### src/rtl/fetch_queue_if.sv
// ============================================================
// fetch_queue_if : fetch/decode/imem handshake bundle for fetch_queue
// Revision: 1.0
// ============================================================
`default_nettype none

interface fetch_queue_if #(
  parameter int DEPTH = 4
);
  logic                     in_redirect;
  logic [63:0]              in_redirect_pc;
  logic                     in_halt;
  logic                     out_imem_req;
  logic [63:0]              out_imem_addr;
  logic                     in_imem_valid;
  logic [31:0]              in_imem_data;
  logic                     out_valid;
  logic [31:0]              out_insnbits;
  logic [63:0]              out_pc;
  logic                     in_dec_ready;
  logic [$clog2(DEPTH):0]   out_count;

  modport slave (
    input  in_redirect, in_redirect_pc, in_halt, in_imem_valid, in_imem_data, in_dec_ready,
    output out_imem_req, out_imem_addr, out_valid, out_insnbits, out_pc, out_count
  );

  modport master (
    output in_redirect, in_redirect_pc, in_halt, in_imem_valid, in_imem_data, in_dec_ready,
    input  out_imem_req, out_imem_addr, out_valid, out_insnbits, out_pc, out_count
  );
endinterface

`default_nettype wire

### src/rtl/fetch_queue.sv
// ============================================================
// fetch_queue : fetch PC generator and instruction buffer feeding decode
// Revision: 1.0
// ============================================================
`default_nettype none

module fetch_queue #(
  parameter int          DEPTH    = 4,
  parameter logic [63:0] RESET_PC = 64'h0
) (
  input  logic          in_clk,
  input  logic          in_rst,
  fetch_queue_if.slave  bus
);
  localparam int C_AW = $clog2(DEPTH);
  localparam int C_CW = C_AW + 1;

  logic [63:0]     pc_q, pc_d;
  logic            halted_q, halted_d;
  logic            inflight_q, inflight_d;
  logic [63:0]     ipc_q, ipc_d;
  logic            drop_q, drop_d;
  logic [C_AW-1:0] head_q, head_d;
  logic [C_AW-1:0] tail_q, tail_d;
  logic [C_CW-1:0] count_q, count_d;

  logic [31:0]     insn_mem [DEPTH];
  logic [63:0]     pc_mem   [DEPTH];

  logic [C_CW:0]   w_occ;
  logic            w_req;
  logic            w_enq;
  logic            w_deq;

  // Credit includes the in-flight fetch so a returning response always has a slot.
  assign w_occ = {1'b0, count_q} + {{C_CW{1'b0}}, inflight_q};
  assign w_req = !halted_q && !bus.in_redirect && (w_occ < (C_CW+1)'(DEPTH));
  assign w_enq = inflight_q && bus.in_imem_valid && !drop_q && !bus.in_redirect;
  assign w_deq = (count_q != '0) && bus.in_dec_ready;

  assign bus.out_imem_req  = w_req;
  assign bus.out_imem_addr = pc_q;
  assign bus.out_valid     = (count_q != '0);
  assign bus.out_insnbits  = insn_mem[head_q];
  assign bus.out_pc        = pc_mem[head_q];
  assign bus.out_count     = count_q;

  always_comb begin
    pc_d       = pc_q;
    halted_d   = halted_q;
    inflight_d = inflight_q;
    ipc_d      = ipc_q;
    drop_d     = drop_q;
    head_d     = head_q;
    tail_d     = tail_q;
    count_d    = count_q;
    if (bus.in_redirect) begin
      pc_d       = bus.in_redirect_pc;
      halted_d   = 1'b0;
      drop_d     = inflight_q;
      inflight_d = 1'b0;
      head_d     = '0;
      tail_d     = '0;
      count_d    = '0;
    end else begin
      drop_d = 1'b0;
      if (bus.in_halt) halted_d = 1'b1;
      if (w_req) begin
        pc_d       = pc_q + 64'd4;
        ipc_d      = pc_q;
        inflight_d = 1'b1;
      end else begin
        inflight_d = 1'b0;
      end
      if (w_deq) head_d = head_q + C_AW'(1);
      if (w_enq) tail_d = tail_q + C_AW'(1);
      case ({w_enq, w_deq})
        2'b10:   count_d = count_q + C_CW'(1);
        2'b01:   count_d = count_q - C_CW'(1);
        default: count_d = count_q;
      endcase
    end
  end

  always_ff @(posedge in_clk) begin
    if (in_rst) begin
      pc_q       <= RESET_PC;
      halted_q   <= 1'b0;
      inflight_q <= 1'b0;
      ipc_q      <= RESET_PC;
      drop_q     <= 1'b0;
      head_q     <= '0;
      tail_q     <= '0;
      count_q    <= '0;
    end else begin
      pc_q       <= pc_d;
      halted_q   <= halted_d;
      inflight_q <= inflight_d;
      ipc_q      <= ipc_d;
      drop_q     <= drop_d;
      head_q     <= head_d;
      tail_q     <= tail_d;
      count_q    <= count_d;
    end
  end

  always_ff @(posedge in_clk) begin
    if (!in_rst && w_enq) begin
      insn_mem[tail_q] <= bus.in_imem_data;
      pc_mem[tail_q]   <= ipc_q;
    end
  end
endmodule

`default_nettype wire

### src/flat_wrapper.sv
// flat-port wrapper written by rule: the top's interface ports become plain ports
module fetch_queue_flat 
#(
  parameter int          DEPTH    = 4,
  parameter logic [63:0] RESET_PC = 64'h0
)
  (in_clk, in_rst, bus_in_redirect, bus_in_redirect_pc, bus_in_halt, bus_in_imem_valid, bus_in_imem_data, bus_in_dec_ready, bus_out_imem_req, bus_out_imem_addr, bus_out_valid, bus_out_insnbits, bus_out_pc, bus_out_count);
  fetch_queue_if #(.DEPTH(DEPTH)) bus_i ();
  input  logic in_clk;
  input  logic in_rst;
  input wire logic [$bits(bus_i.in_redirect)-1:0] bus_in_redirect;
  input wire logic [$bits(bus_i.in_redirect_pc)-1:0] bus_in_redirect_pc;
  input wire logic [$bits(bus_i.in_halt)-1:0] bus_in_halt;
  input wire logic [$bits(bus_i.in_imem_valid)-1:0] bus_in_imem_valid;
  input wire logic [$bits(bus_i.in_imem_data)-1:0] bus_in_imem_data;
  input wire logic [$bits(bus_i.in_dec_ready)-1:0] bus_in_dec_ready;
  output wire logic [$bits(bus_i.out_imem_req)-1:0] bus_out_imem_req;
  output wire logic [$bits(bus_i.out_imem_addr)-1:0] bus_out_imem_addr;
  output wire logic [$bits(bus_i.out_valid)-1:0] bus_out_valid;
  output wire logic [$bits(bus_i.out_insnbits)-1:0] bus_out_insnbits;
  output wire logic [$bits(bus_i.out_pc)-1:0] bus_out_pc;
  output wire logic [$bits(bus_i.out_count)-1:0] bus_out_count;
  assign bus_i.in_redirect = bus_in_redirect;
  assign bus_i.in_redirect_pc = bus_in_redirect_pc;
  assign bus_i.in_halt = bus_in_halt;
  assign bus_i.in_imem_valid = bus_in_imem_valid;
  assign bus_i.in_imem_data = bus_in_imem_data;
  assign bus_i.in_dec_ready = bus_in_dec_ready;
  assign bus_out_imem_req = bus_i.out_imem_req;
  assign bus_out_imem_addr = bus_i.out_imem_addr;
  assign bus_out_valid = bus_i.out_valid;
  assign bus_out_insnbits = bus_i.out_insnbits;
  assign bus_out_pc = bus_i.out_pc;
  assign bus_out_count = bus_i.out_count;
  fetch_queue #(.DEPTH(DEPTH), .RESET_PC(RESET_PC)) u_core (.in_clk(in_clk), .in_rst(in_rst), .bus(bus_i));
endmodule
### config.mk
export PLATFORM = sky130hd
export DESIGN_NAME = fetch_queue_flat
export DESIGN_NICKNAME = d
export VERILOG_FILES = /design/src/rtl/fetch_queue_if.sv /design/src/rtl/fetch_queue.sv /design/src/flat_wrapper.sv
export SDC_FILE = /design/constraint.sdc
export NUM_CORES = 1
export LEC_CHECK = 0
export ABC_AREA = 0
export BUFFER_PORTS_ARGS = -buffer_cell sky130_fd_sc_hd__buf_2
export CAP_MARGIN = 40
export CORE_MARGIN = 3
export CORE_UTILIZATION = 55
export CTS_CLUSTER_DIAMETER = 50
export DETAILED_ROUTE_END_ITERATION = 12
export PLACE_DENSITY = 0.76
export SETUP_SLACK_MARGIN = 0.2
export SLEW_MARGIN = 30
export SYNTH_ARGS = -nofsm -noshare
export SYNTH_HDL_FRONTEND = slang
export SYNTH_SLANG_ARGS = --single-unit
### constraint.sdc
create_clock -name in_clk -period 10.2 [get_ports in_clk]
set_input_delay 1.53 -clock in_clk [delete_from_list [all_inputs] [get_ports in_clk]]
set_output_delay 1.53 -clock in_clk [all_outputs]
set_load 0.05 [all_outputs]
Yosys cells after proc, flatten, opt, wreduce, memory -nomap -nowiden. Memory sizes are Yosys's and may differ from the RTL's. A register that Yosys moved wholly into a read port is not among the register bits. Cells that the tools add are included.

Memories kept: 2. Input port bits: 102. Output and inout port bits: 165. Memory bits (writable): 384. Word-level logic and storage cells: 47. Register bits after elaboration: 138.

Memory list: u_core.pc_mem (depth 4, bits a word 64, read ports 1, clocked after Yosys merged registers in 1, write ports 1, RTL line fetch_queue.sv:28) `logic [63:0] pc_mem [DEPTH];`; u_core.insn_mem (depth 4, bits a word 32, read ports 1, clocked after Yosys merged registers in 1, write ports 1, RTL line fetch_queue.sv:27) `logic [31:0] insn_mem [DEPTH];`.

Equality and inequality tests: 2. Bitwise gates (word level): 1. Reductions and logical operators: 17. Add/subtract/negate cells: 6. Multiplexer cells: 10. $lt $le $gt $ge: 1.

Operator list (number): two-way mux 64 bit (2); adder 64 x 3 -> 64 bit (second input constant) (1); two-way mux 2 bit (4); logical AND 1 bit (7); case mux 3 bit (2 select lines) (1); adder 2 x 1 -> 2 bit (second input constant) (2); adder 3 x 1 -> 4 bit (1); zero test 1 bit (4); less-than comparator 4 x 3 -> 1 bit (second input constant) (1); nonzero test 2 bit (2); OR reduction 2 bit (2); adder 3 x 1 -> 3 bit (second input constant) (1); two-way mux 1 bit (3); nonzero test 3 bit (1); subtractor 3 x 1 -> 3 bit (second input constant) (1); == test 2 x 1 -> 1 bit (second input constant) (1); == test 2 bit (second input constant) (1); AND reduction 2 bit (1); inverter 1 bit (1).

Depth between registers and ports, before layout. Gate-level depths: netlist of the first run.

Word-level depth: 6. Gate-level depth with buffers: 9. Mapped depth without buffers: 8.

Worst setup path before layout of the first run. No wires, ideal clock.

Path kind: input to register. Start point: in bus_in_redirect. End point: mem u_core.insn_mem[0][0], enable pin. Arrival time: 4.471 ns. Setup slack: 5.263 ns. Path buffers: 0. Setup time: 0.466 ns. Stages: 4. Data required time: 9.734 ns. Cell sequence: nor4bb_1 inv_1 nor2_1 and2_1.

Cells in the longest elaborated chain, start to end: 5.

RTL lines: from (decl) (RTL line flat_wrapper.sv:11) `input wire logic [$bits(bus_i.in_redirect)-1:0] bus_in_redirect;`; zero test 1 bit (RTL line fetch_queue.sv:38) `assign w_enq = inflight_q && bus.in_imem_valid && !drop_q && !bus.in_redirect;`; logical AND 1 bit (RTL line fetch_queue.sv:38); logical AND 1 bit (RTL line fetch_queue.sv:108) `if (!in_rst && w_enq) begin`; two-way mux 1 bit (RTL line fetch_queue.sv:108); two-way mux 1 bit (implied by the code) (RTL line fetch_queue.sv:109) `insn_mem[tail_q] <= bus.in_imem_data;`; to (decl) (RTL line fetch_queue.sv:27).

No other way between the ends.

Worst setup path in the final report of the first run.
Start point: in bus_in_redirect. End point: out bus_out_imem_req.

Cells in the longest elaborated chain, start to end: 3.

RTL lines: zero test 1 bit (RTL line fetch_queue.sv:37) `assign w_req = !halted_q && !bus.in_redirect && (w_occ < (C_CW+1)'(DEPTH));`; logical AND 1 bit (2 in a row) (RTL line fetch_queue.sv:37); to (decl) (RTL line flat_wrapper.sv:17) `output wire logic [$bits(bus_i.out_imem_req)-1:0] bus_out_imem_req;`.

No other way between the ends.

==> results.md, run 1 <==
- Run status: completed
- Endpoint class of the critical path: primary output
- Post-synth EDFFs: 384
- Wire length of the first global-routing pass: 75.16 mm
- Critical Path End: bus_out_imem_req
- CP max FO: 77
- DRC violation count after routing: 0
- Setup_tns: 0 ps
- Share of Yosys cell area claimed by the top area cell type: 0.5625
- Non-Filler Instances: 2,135
- Maximum clock frequency: 184.3 MHz
- Worst Tran Pin Value: 865.1 ps
- Total number of vias: 12.77k
- Internal reg-to-reg setup slack: 6560 ps
- Start point of the critical path: bus_in_redirect
- Inserted Clock Buffers: 53
- Area used by sequential logic in the layout: 14,340 um^2
- Area of the mapped netlist: 20,500 um^2
- R2r worst-path depth: 9
- Die Y: 199.1 um
- Maximum number of pins on one net before global-route repair: 78
- Most frequent cell after synthesis: sky130_fd_sc_hd__edfxtp_1
- Via density per instance: 5.980
- I/O pin cnt: 267
- Post-layout power: 4.410 mW
- Biggest area contributors in the synthesized netlist: sky130_fd_sc_hd__edfxtp_1, sky130_fd_sc_hd__dfxtp_1, sky130_fd_sc_hd__mux4_2
- GR peak layer: met2
- Number of nets still failing antenna checks after routing: 0
- Starting density of the core: 0.5586
- Pre-CTS worst setup slack: 4806 ps
- Total of endpoints with negative setup slack in the final report: 0
- Met1 GRT Util: 0.3396
- Initial antenna violation count: 6
- Met2 Resource Use GR: 0.4025
- Number of iterations in the first detailed-routing pass: 6
- DR WL/cell: 23.36 um
- Clock Tree Buf Depth: 3
- Fraction of registers with async set/reset: 0
- Clock transition at the registers of the reported paths: 60 ps
- Mean Syn Cell Area: 15.07 um^2
- Total count of max-transition violations in the final report: 0
- Startpoint types: primary input
- Resized cells post-CTS: 0
- Final Net Count: 1,732
- CTS tree: done
- Number of buffers inserted by hold repair at cts: 0
- Slew headroom: 0.4233
- Worst slack on hold paths: 492.8 ps
- Top FF cell, synth: sky130_fd_sc_hd__edfxtp_1
- Number of buffers added for setup after CTS: 0
- R2R Path Start: u_core.inflight_q
- Number of clock sinks: 524
- Detailed Route WL: 49.88 mm
- Ratio of cells with drive above 1 in the final layout: 0.2919
- GRT Util Overall: 0.2509
- H-Tree Level Count: 2
- Met3 routing resource usage after global routing: 0.07014
- PortBufs: 266
- Site row count: 70
- Fraction of the yosys area taken by sequential cells: 0.6993
- Post-route fraction of the period consumed by the critical path: 0.5320
- Top cell types by occurrence after synthesis: sky130_fd_sc_hd__edfxtp_1, sky130_fd_sc_hd__nand2_1, sky130_fd_sc_hd__dfxtp_1
- Period minus WS final: 5427 ps
- Lkg Pwr: 7.830 nW
- RSZ-0062 raised after global routing: no
- Layout area overhead: 16.84%
- Yosys warning total: 0
- Crit path kind: primary input to primary output
- WP data required: 8670 ps
- Placeable core region: 36,700 um^2
- Library cell with the largest summed area after synthesis: sky130_fd_sc_hd__edfxtp_1
- HPWL after detailed placement: 31.90 mm
- Area enclosed by the die boundary: 39,620 um^2
- Min setup slack post-route: 4773 ps
- Reported max-cap violation count: 0
- Arrival time reported for the critical path endpoint: 3900 ps
- Die width: 199.1 um
- Number of synthesized register bits: 524
- Net count after synthesis: 1,469
- Combined area of the multi-input logic cells: 5809 um^2
- Starting DRT DRC Count: 1,149
- Clk_lat worst skew: 590 ps
- Global placement routability congestion: 0.8977
- Maximum vdd ir drop: 0.1387 mV
- Count of mapped cells out of synthesis: 1,360
- Hold Violations, Final: 0
- CTS Root Cell: sky130_fd_sc_hd__clkbuf_16
- Distinct cells, synth: 61
- Number of global-route vias before repair: 12.69k
- Power density over the cells: 184.1 nW/um^2
- Total placed cells including tap cells: 2,035
- Global-route congestion overflow total: 0
- Type of the most critical hold path: flop to flop
- Fill cell instance count of the final layout: 2,603
- Setup skew after layout: 11.18 ps
- Reg-to-Reg End: u_core.bus.out_imem_addr[48]
critical path, stage by stage:
cell,delay (ps)
sky130_fd_sc_hd__buf_2,80
sky130_fd_sc_hd__buf_4,620
sky130_fd_sc_hd__or4_4,650
sky130_fd_sc_hd__clkinv_2,560
sky130_fd_sc_hd__buf_2,400
power breakdown:
| group | total (mW) | leakage, nW | internal, mW | switching, mW |
|---|---|---|---|---|
| registers | 2.35 | 4.42 | 2.31 | 0.0467 |
| logic | 0.241 | 2.61 | 0.0662 | 0.175 |
| clock network | 1.81 | 0.794 | 1.03 | 0.782 |
| total | 4.41 | 7.83 | 3.41 | 1.00 |
per-layer routing:
metal	part of all wire	up-vias	wire, um
met5	0.0014	-	71
met4	0.029	10	1456
met3	0.083	97	4120
met2	0.48	484	23940
met1	0.41	6397	20290
li1	-	5779	-
metrics by stage:
stage                     instance area, um^2  utilization
after global routing                    23950       0.6526
after global placement                  22230       0.6058
final                                   23950       0.6526
after CTS                               23920       0.6518
after detailed placement                22310       0.6079
after floorplan                         20500            -
kinds of logic (layout without fill, tap and decap cells):
group / count (synthesis) / in the layout / synth area share
muxes: 100 / 100 / 0.1076
other: 0 / 2 / 0
adders and majority gates: 7 / 7 / 0.004639
buffers and inverters: 93 / 398 / 0.01801
xor gates and xnor gates: 23 / 23 / 0.009827
DFF: 524 / 524 / 0.6993
AOI/OAI and AO/OA: 226 / 226 / 0.06342
and+or+nand+nor: 387 / 387 / 0.09730
how the worst min path moves through the flow:
stage / end / from / cells past startpoint / slack [ps]
floorplan: u_core.halted_q / u_core.halted_q / 2 / 430
global placement: u_core.pc_mem[2][14] / u_core.ipc_q[14] / 0 / 470
detailed placement: u_core.tail_q[1] / u_core.tail_q[1] / 2 / 490
CTS: u_core.ipc_q[9] / u_core.ipc_q[9] / 2 / 500
global route: u_core.ipc_q[60] / u_core.bus.out_imem_addr[60] / 2 / 520
finish: u_core.ipc_q[9] / u_core.ipc_q[9] / 2 / 490
final cells by class:
cell class | instances | area share
Tap cell | 468 | 0.02445
Timing Repair Buffer | 282 | 0.06373
Antenna cell | 2 | 0.0002090
Clock inverter | 30 | 0.009665
Inverter | 19 | 0.003030
Sequential cell | 524 | 0.5988
Clock buffer | 67 | 0.05757
Multi-Input combinational cell | 743 | 0.2426
sequential cells by signal, summed over array words and instances (netlist names), named ones only:
register,count
u_core.halted_q,1
u_core.pc_mem,256
u_core.bus.out_count,3
u_core.insn_mem,128
u_core.tail_q,2
u_core.inflight_q,1
u_core.ipc_q,64
u_core.drop_q,1
u_core.bus.out_imem_addr,64
u_core.head_q,2
layout by cell type, fill, tap and decap left out, types with 9 or more instances in the layout:
cell type	synthesis	layout
sky130_fd_sc_hd__xnor2_1	18	18
sky130_fd_sc_hd__nand4_1	20	20
sky130_fd_sc_hd__o21ai_0	29	29
sky130_fd_sc_hd__clkinv_2	0	14
sky130_fd_sc_hd__nor3_1	22	22
sky130_fd_sc_hd__clkbuf_16	0	53
sky130_fd_sc_hd__a22oi_1	17	17
sky130_fd_sc_hd__clkbuf_1	50	14
sky130_fd_sc_hd__dfxtp_1	140	138
sky130_fd_sc_hd__nor2_1	47	47
sky130_fd_sc_hd__mux4_2	96	96
sky130_fd_sc_hd__clkinv_1	0	9
sky130_fd_sc_hd__o22ai_1	10	10
sky130_fd_sc_hd__nand3_1	23	23
sky130_fd_sc_hd__buf_2	16	265
sky130_fd_sc_hd__buf_4	0	13
sky130_fd_sc_hd__a31oi_1	11	11
sky130_fd_sc_hd__and2_1	14	10
sky130_fd_sc_hd__edfxtp_1	384	384
sky130_fd_sc_hd__a21oi_1	122	122
sky130_fd_sc_hd__nor4_1	13	13
sky130_fd_sc_hd__nand2_1	183	183
sky130_fd_sc_hd__inv_1	18	18
Note: power is estimated with default switching activity, not from simulation.
==> run 2, diff against run 1 <==
--- a/config.mk
+++ b/config.mk
@@ -9,7 +9,7 @@
 export BUFFER_PORTS_ARGS = -buffer_cell sky130_fd_sc_hd__buf_2
 export CAP_MARGIN = 40
 export CORE_MARGIN = 3
-export CORE_UTILIZATION = 55
+export CORE_UTILIZATION = 52
 export CTS_CLUSTER_DIAMETER = 50
 export DETAILED_ROUTE_END_ITERATION = 12
 export PLACE_DENSITY = 0.76
==> constraint.sdc (replaced) <==
create_clock -name in_clk -period 4.91 [get_ports in_clk]
set_input_delay 0.7365 -clock in_clk [delete_from_list [all_inputs] [get_ports in_clk]]
set_output_delay 0.7365 -clock in_clk [all_outputs]
set_load 0.05 [all_outputs]
==> results.md, run 2 (synthesis results as in run 1) <==
- DRC violation count after routing: 0
- Starting DRT DRC Count: 1,120
- Die width: 204.5 um
- WP data required: 4170 ps
- I/O pin cnt: 267
- Number of flip-flops in the largest register: 256
- Reported max-cap violation count: 0
- RSZ-0062 raised after global routing: no
- R2r worst-path depth: 8
- CP max FO: 52
- Worst Tran Pin Value: 823.7 ps
- Gate family responsible for the most delay along the worst path: buffers and inverters
- Total of endpoints with negative setup slack in the final report: 0
- Final Net Count: 1,734
- Met2 Resource Use GR: 0.3997
- Internal reg-to-reg setup slack: 1750 ps
- Commonest non-fill, non-tap cell in the layout: sky130_fd_sc_hd__edfxtp_1
- Worst slack on hold paths: 367.9 ps
- H-Tree Level Count: 2
- Arrival time reported for the critical path endpoint: 2760 ps
- Ratio of cells with drive above 1 in the final layout: 0.2942
- Layout area overhead: 17.82%
- Wire length of the first global-routing pass: 76.69 mm
- Global-route congestion overflow total: 0
- Maximum number of pins on one net before global-route repair: 74
- Area enclosed by the die boundary: 41,840 um^2
- DR WL/cell: 23.39 um
- Lkg Pwr: 7.883 nW
- Setup skew after layout: 18.91 ps
- Hold Violations, Final: 0
- HPWL after detailed placement: 32.89 mm
- Clk_lat worst skew: 580 ps
- Met1 GRT Util: 0.3266
- Crit path kind: flop to primary output
- Number of clock sinks: 524
- Placeable core region: 38,830 um^2
- Critical Path, Cell by Cell: and3_1 -> or4_4 -> clkinv_2 -> buf_2
- Resized cells post-CTS: 0
- Largest registers: u_core.pc_mem (256), u_core.insn_mem (128)
- Power density over the cells: 389.2 nW/um^2
- Global placement routability congestion: 0.8738
- Total count of max-transition violations in the final report: 0
- Slew headroom: 0.4509
- Number of global-route vias before repair: 12.57k
- Clock transition at the registers of the reported paths: 60 ps
- Top reg by flops: u_core.pc_mem
- Clock Tree Buf Depth: 3
- Critical Path Stages: 4
- Site row count: 72
- Number of iterations in the first detailed-routing pass: 7
- Via density per instance: 5.920
- Reg-to-Reg End: u_core.bus.out_imem_addr[48]
- CTS tree: done
- PortBufs: 266
- GRT Util Overall: 0.2421
- GR peak layer: met2
- Critical-path cell with the highest stage delay: sky130_fd_sc_hd__clkinv_2
- Number of nets still failing antenna checks after routing: 0
- Worst hold stages: 1
- Post-route fraction of the period consumed by the critical path: 0.7128
- Number of buffers inserted by hold repair at cts: 0
- Startpoint types: flop
- Number of buffers added for setup after CTS: 0
- Period minus WS final: 3500 ps
- Start point of the critical path: u_core.bus.out_count[0]
- Initial antenna violation count: 5
- CTS Root Cell: sky130_fd_sc_hd__clkbuf_16
- Run status: completed
- Maximum clock frequency: 285.7 MHz
- Detailed Route WL: 51.19 mm
- Buffer and inverter count on the worst path: 2
- R2R Path Start: u_core.bus.out_count[0]
- Setup_tns: 0 ps
- Starting density of the core: 0.5279
- Met3 routing resource usage after global routing: 0.06038
- Critical Path End: bus_out_imem_req
- Maximum vdd ir drop: 0.2589 mV
- Type of the most critical hold path: primary input to flop
- Maximum single-stage delay on the critical path: 650 ps
- Inserted Clock Buffers: 53
- Most frequent cells in the layout: sky130_fd_sc_hd__edfxtp_1, sky130_fd_sc_hd__buf_2, sky130_fd_sc_hd__nand2_1
- Die Y: 204.5 um
- Total number of vias: 12.95k
- Endpoint class of the critical path: primary output
[run 2: worst min path at each step]
stage                          from                endpoint  slack, ps
6_report       bus_in_imem_data[22]  u_core.insn_mem[2][22]        370
5_1_grt        bus_in_imem_data[22]  u_core.insn_mem[3][22]        340
2_1_floorplan       u_core.halted_q         u_core.halted_q        430
3_3_place_gp        u_core.halted_q         u_core.halted_q        460
4_1_cts        bus_in_imem_data[22]  u_core.insn_mem[2][22]        330
3_5_place_dp        u_core.halted_q         u_core.halted_q        470
[run 2: per-stage QoR]
step                      instances  power [mW]  cell area [um^2]  setup WS (ps)    util
final                          2188       9.400             24150           1410  0.6220
after global routing           2187       9.671             24150           1253  0.6219
after CTS                      2187       9.449             24150           1388  0.6219
after detailed placement       2088       5.485             22420           1482  0.5773
after global placement         2086       5.469             22380           1511  0.5763
after floorplan                1360       5.288             20500          766.1       -
[run 2: layout make-up]
| cell class | instances | area [um^2] |
|---|---|---|
| Timing Repair Buffer | 284 | 1544 |
| Multi-Input combinational cell | 743 | 5809 |
| Inverter | 19 | 72.57 |
| Antenna cell | 1 | 2.502 |
| Clock buffer | 73 | 1441 |
| Sequential cell | 524 | 14340 |
| Fill cell | 2871 | 14680 |
| Clock inverter | 26 | 291.5 |
| Tap cell | 518 | 648.1 |
[run 2: report_power, final]
part | internal (mW) | switching [mW] | total [mW]
logic | 0.139 | 0.363 | 0.503
clock network | 2.37 | 1.63 | 4.00
registers | 4.79 | 0.102 | 4.90
total | 7.30 | 2.10 | 9.40
[run 2: layer usage]
| layer | part of all wire | up-vias |
|---|---|---|
| met2 | 0.49 | 599 |
| met4 | 0.023 | 10 |
| li1 | - | 5788 |
| met3 | 0.087 | 96 |
| met5 | 0.0013 | - |
| met1 | 0.39 | 6459 |
==> run 3, diff against run 2 <==
--- a/config.mk
+++ b/config.mk
@@ -9,7 +9,7 @@
 export BUFFER_PORTS_ARGS = -buffer_cell sky130_fd_sc_hd__buf_2
 export CAP_MARGIN = 40
 export CORE_MARGIN = 3
-export CORE_UTILIZATION = 52
+export CORE_UTILIZATION = 55
 export CTS_CLUSTER_DIAMETER = 50
 export DETAILED_ROUTE_END_ITERATION = 12
 export PLACE_DENSITY = 0.76
==> constraint.sdc (replaced) <==
create_clock -name in_clk -period 3.5 [get_ports in_clk]
set_input_delay 0.525 -clock in_clk [delete_from_list [all_inputs] [get_ports in_clk]]
set_output_delay 0.525 -clock in_clk [all_outputs]
set_load 0.05 [all_outputs]
==> results.md, run 3 (synthesis results as in run 1) <==
- Wire length of the first global-routing pass: 74.49 mm
- Worst Tran Pin Value: 817.8 ps
- Run status: completed
- Initial antenna violation count: 4
- Number of buffers added for setup after CTS: 0
- Layout area overhead: 18.34%
- RSZ-0062 raised after global routing: no
- Combinational fraction of design power: 0.054
- CP max FO: 35
- Period minus WS final: 2907 ps
- Total placed cells including tap cells: 2,052
- Detailed Route WL: 49.67 mm
- Post-route fraction of the period consumed by the critical path: 0.8307
- Die width: 199.1 um
- Clock Tree Buf Depth: 3
- Top reg by flops: u_core.pc_mem
- Global placement routability congestion: 0.9025
- I/O pin cnt: 267
- Wire length the detailed router placed on met1: 20.49 mm
- PortBufs: 266
- Power density over the cells: 539.0 nW/um^2
- Starting DRT DRC Count: 1,006
- Reported max-cap violation count: 0
- Arrival time reported for the critical path endpoint: 2380 ps
- Ratio of cells with drive above 1 in the final layout: 0.3023
- GRT Util Overall: 0.2474
- Most frequent cells in the layout: sky130_fd_sc_hd__edfxtp_1, sky130_fd_sc_hd__buf_2, sky130_fd_sc_hd__nand2_1
- DRC violation count after routing: 0
- H-Tree Level Count: 2
- Hold Violations, Final: 0
- Total number of vias: 12.95k
- Commonest non-fill, non-tap cell in the layout: sky130_fd_sc_hd__edfxtp_1
- Resized cells post-CTS: 0
- Die Y: 199.1 um
- CTS tree: done
- Clk_lat worst skew: 580 ps
- Via density per instance: 6.014
- Startpoint types: flop
- Maximum number of pins on one net before global-route repair: 74
- Number of nets still failing antenna checks after routing: 0
- Site row count: 70
- Slew headroom: 0.4548
- R2R Path Start: u_core.bus.out_imem_addr[39]
- Crit path kind: flop to primary output
- Number of flip-flops in the largest register: 256
- Largest registers: u_core.pc_mem (256), u_core.insn_mem (128)
- Global-route congestion overflow total: 0
- Setup skew after layout: 20.05 ps
- Number of iterations in the first detailed-routing pass: 5
- Number of buffers inserted by hold repair at cts: 0
- Starting density of the core: 0.5586
- CTS Root Cell: sky130_fd_sc_hd__clkbuf_16
- Type of the most critical hold path: primary input to flop
- Sequential share of power: 0.525
- Inserted Clock Buffers: 54
- Wire length on met3: 4.049 mm
- HPWL after detailed placement: 32.83 mm
- Number of clock sinks: 524
- Switching power share of the total: 0.2289
- Setup_tns: 0 ps
- WP data required: 2970 ps
- DR WL/cell: 23.07 um
- Switching power: 2.992 mW
- Top layer in use: met5
- Total count of max-transition violations in the final report: 0
- Non-Filler Instances: 2,153
- Min-delay src: bus_in_imem_data[30]
- Final Net Count: 1,749
- Post-Route Utilization: 0.6610
- Maximum vdd ir drop: 0.4110 mV
- Wire length on met2: 23.81 mm
- Endpoint class of the critical path: primary output
- Maximum clock frequency: 344.0 MHz
- Clock transition at the registers of the reported paths: 60 ps
- Total of endpoints with negative setup slack in the final report: 0
- Share of power burned in the clock network: 0.421
- Number of global-route vias before repair: 12.66k
- Area enclosed by the die boundary: 39,620 um^2
- Internal Pwr Total: 10.08 mW
- Lkg Pwr: 7.978 nW
- Placeable core region: 36,700 um^2
## run 3: cell count changes in the layout (fill, tap and decap cells not counted), moves of 3 or more
cell                        delta
sky130_fd_sc_hd__buf_4         +8
sky130_fd_sc_hd__clkbuf_1      -7
sky130_fd_sc_hd__buf_12        +6
sky130_fd_sc_hd__bufinv_16     -4
sky130_fd_sc_hd__clkinv_1      +4
sky130_fd_sc_hd__clkbuf_16     +3
sky130_fd_sc_hd__clkinv_4      +3
## run 3: through the flow
stage                     area, um^2  hold WS [ps]  power (mW)  setup slack [ps]
after global placement         22530         453.4       7.681             837.1
final                          24260         159.7       13.07             592.7
after CTS                      24250         121.8       13.17             535.9
after floorplan                20500         430.2       7.417             634.2
after detailed placement       22530         468.5       7.701             735.4
after global routing           24250         133.2       13.48             474.1
## run 3: power groups by stage
| stage | Sequential [mW] | Combinational (mW) | Clock (mW) |
|---|---|---|---|
| floorplan | 7.11 | 0.304 | 0 |
| finish | 6.87 | 0.706 | 5.50 |
| detailed placement | 7.00 | 0.703 | 0 |
| global placement | 6.99 | 0.690 | 0 |
| CTS | 6.87 | 0.707 | 5.59 |
| global route | 6.88 | 0.752 | 5.85 |
## run 3: worst paths after layout
check | endpoint | slack, ps | cells past startpoint
worst max-delay path | bus_out_insnbits[7] | 590 | 3
worst min-delay path | u_core.insn_mem[2][30] | 160 | 1
worst max register to register | u_core.bus.out_imem_addr[63] | 790 | 6
worst min register to register | u_core.halted_q | 480 | 2
## run 3: final cells by class
class                           instances  area [um^2]
Clock buffer                           68         1476
Antenna cell                            1        2.502
Multi-Input combinational cell        743         5809
Fill cell                            2566        12440
Inverter                               19        72.57
Tap cell                              468        585.6
Clock inverter                         32        245.2
Timing Repair Buffer                  298         1724
Sequential cell                       524        14340
## run 3: critical path, cell delays in order (launching register included)
cell                      delay, ps
sky130_fd_sc_hd__dfxtp_4        690
sky130_fd_sc_hd__buf_4          450
sky130_fd_sc_hd__mux4_2         390
sky130_fd_sc_hd__buf_2          230
## run 3: per-layer routing
metal / GRT usage / vias up
met1: 0.3470 / 6473
li1: - / 5830
met4: 0.07913 / 8
met2: 0.3941 / 551
met5: 0 / -
met3: 0.05311 / 87
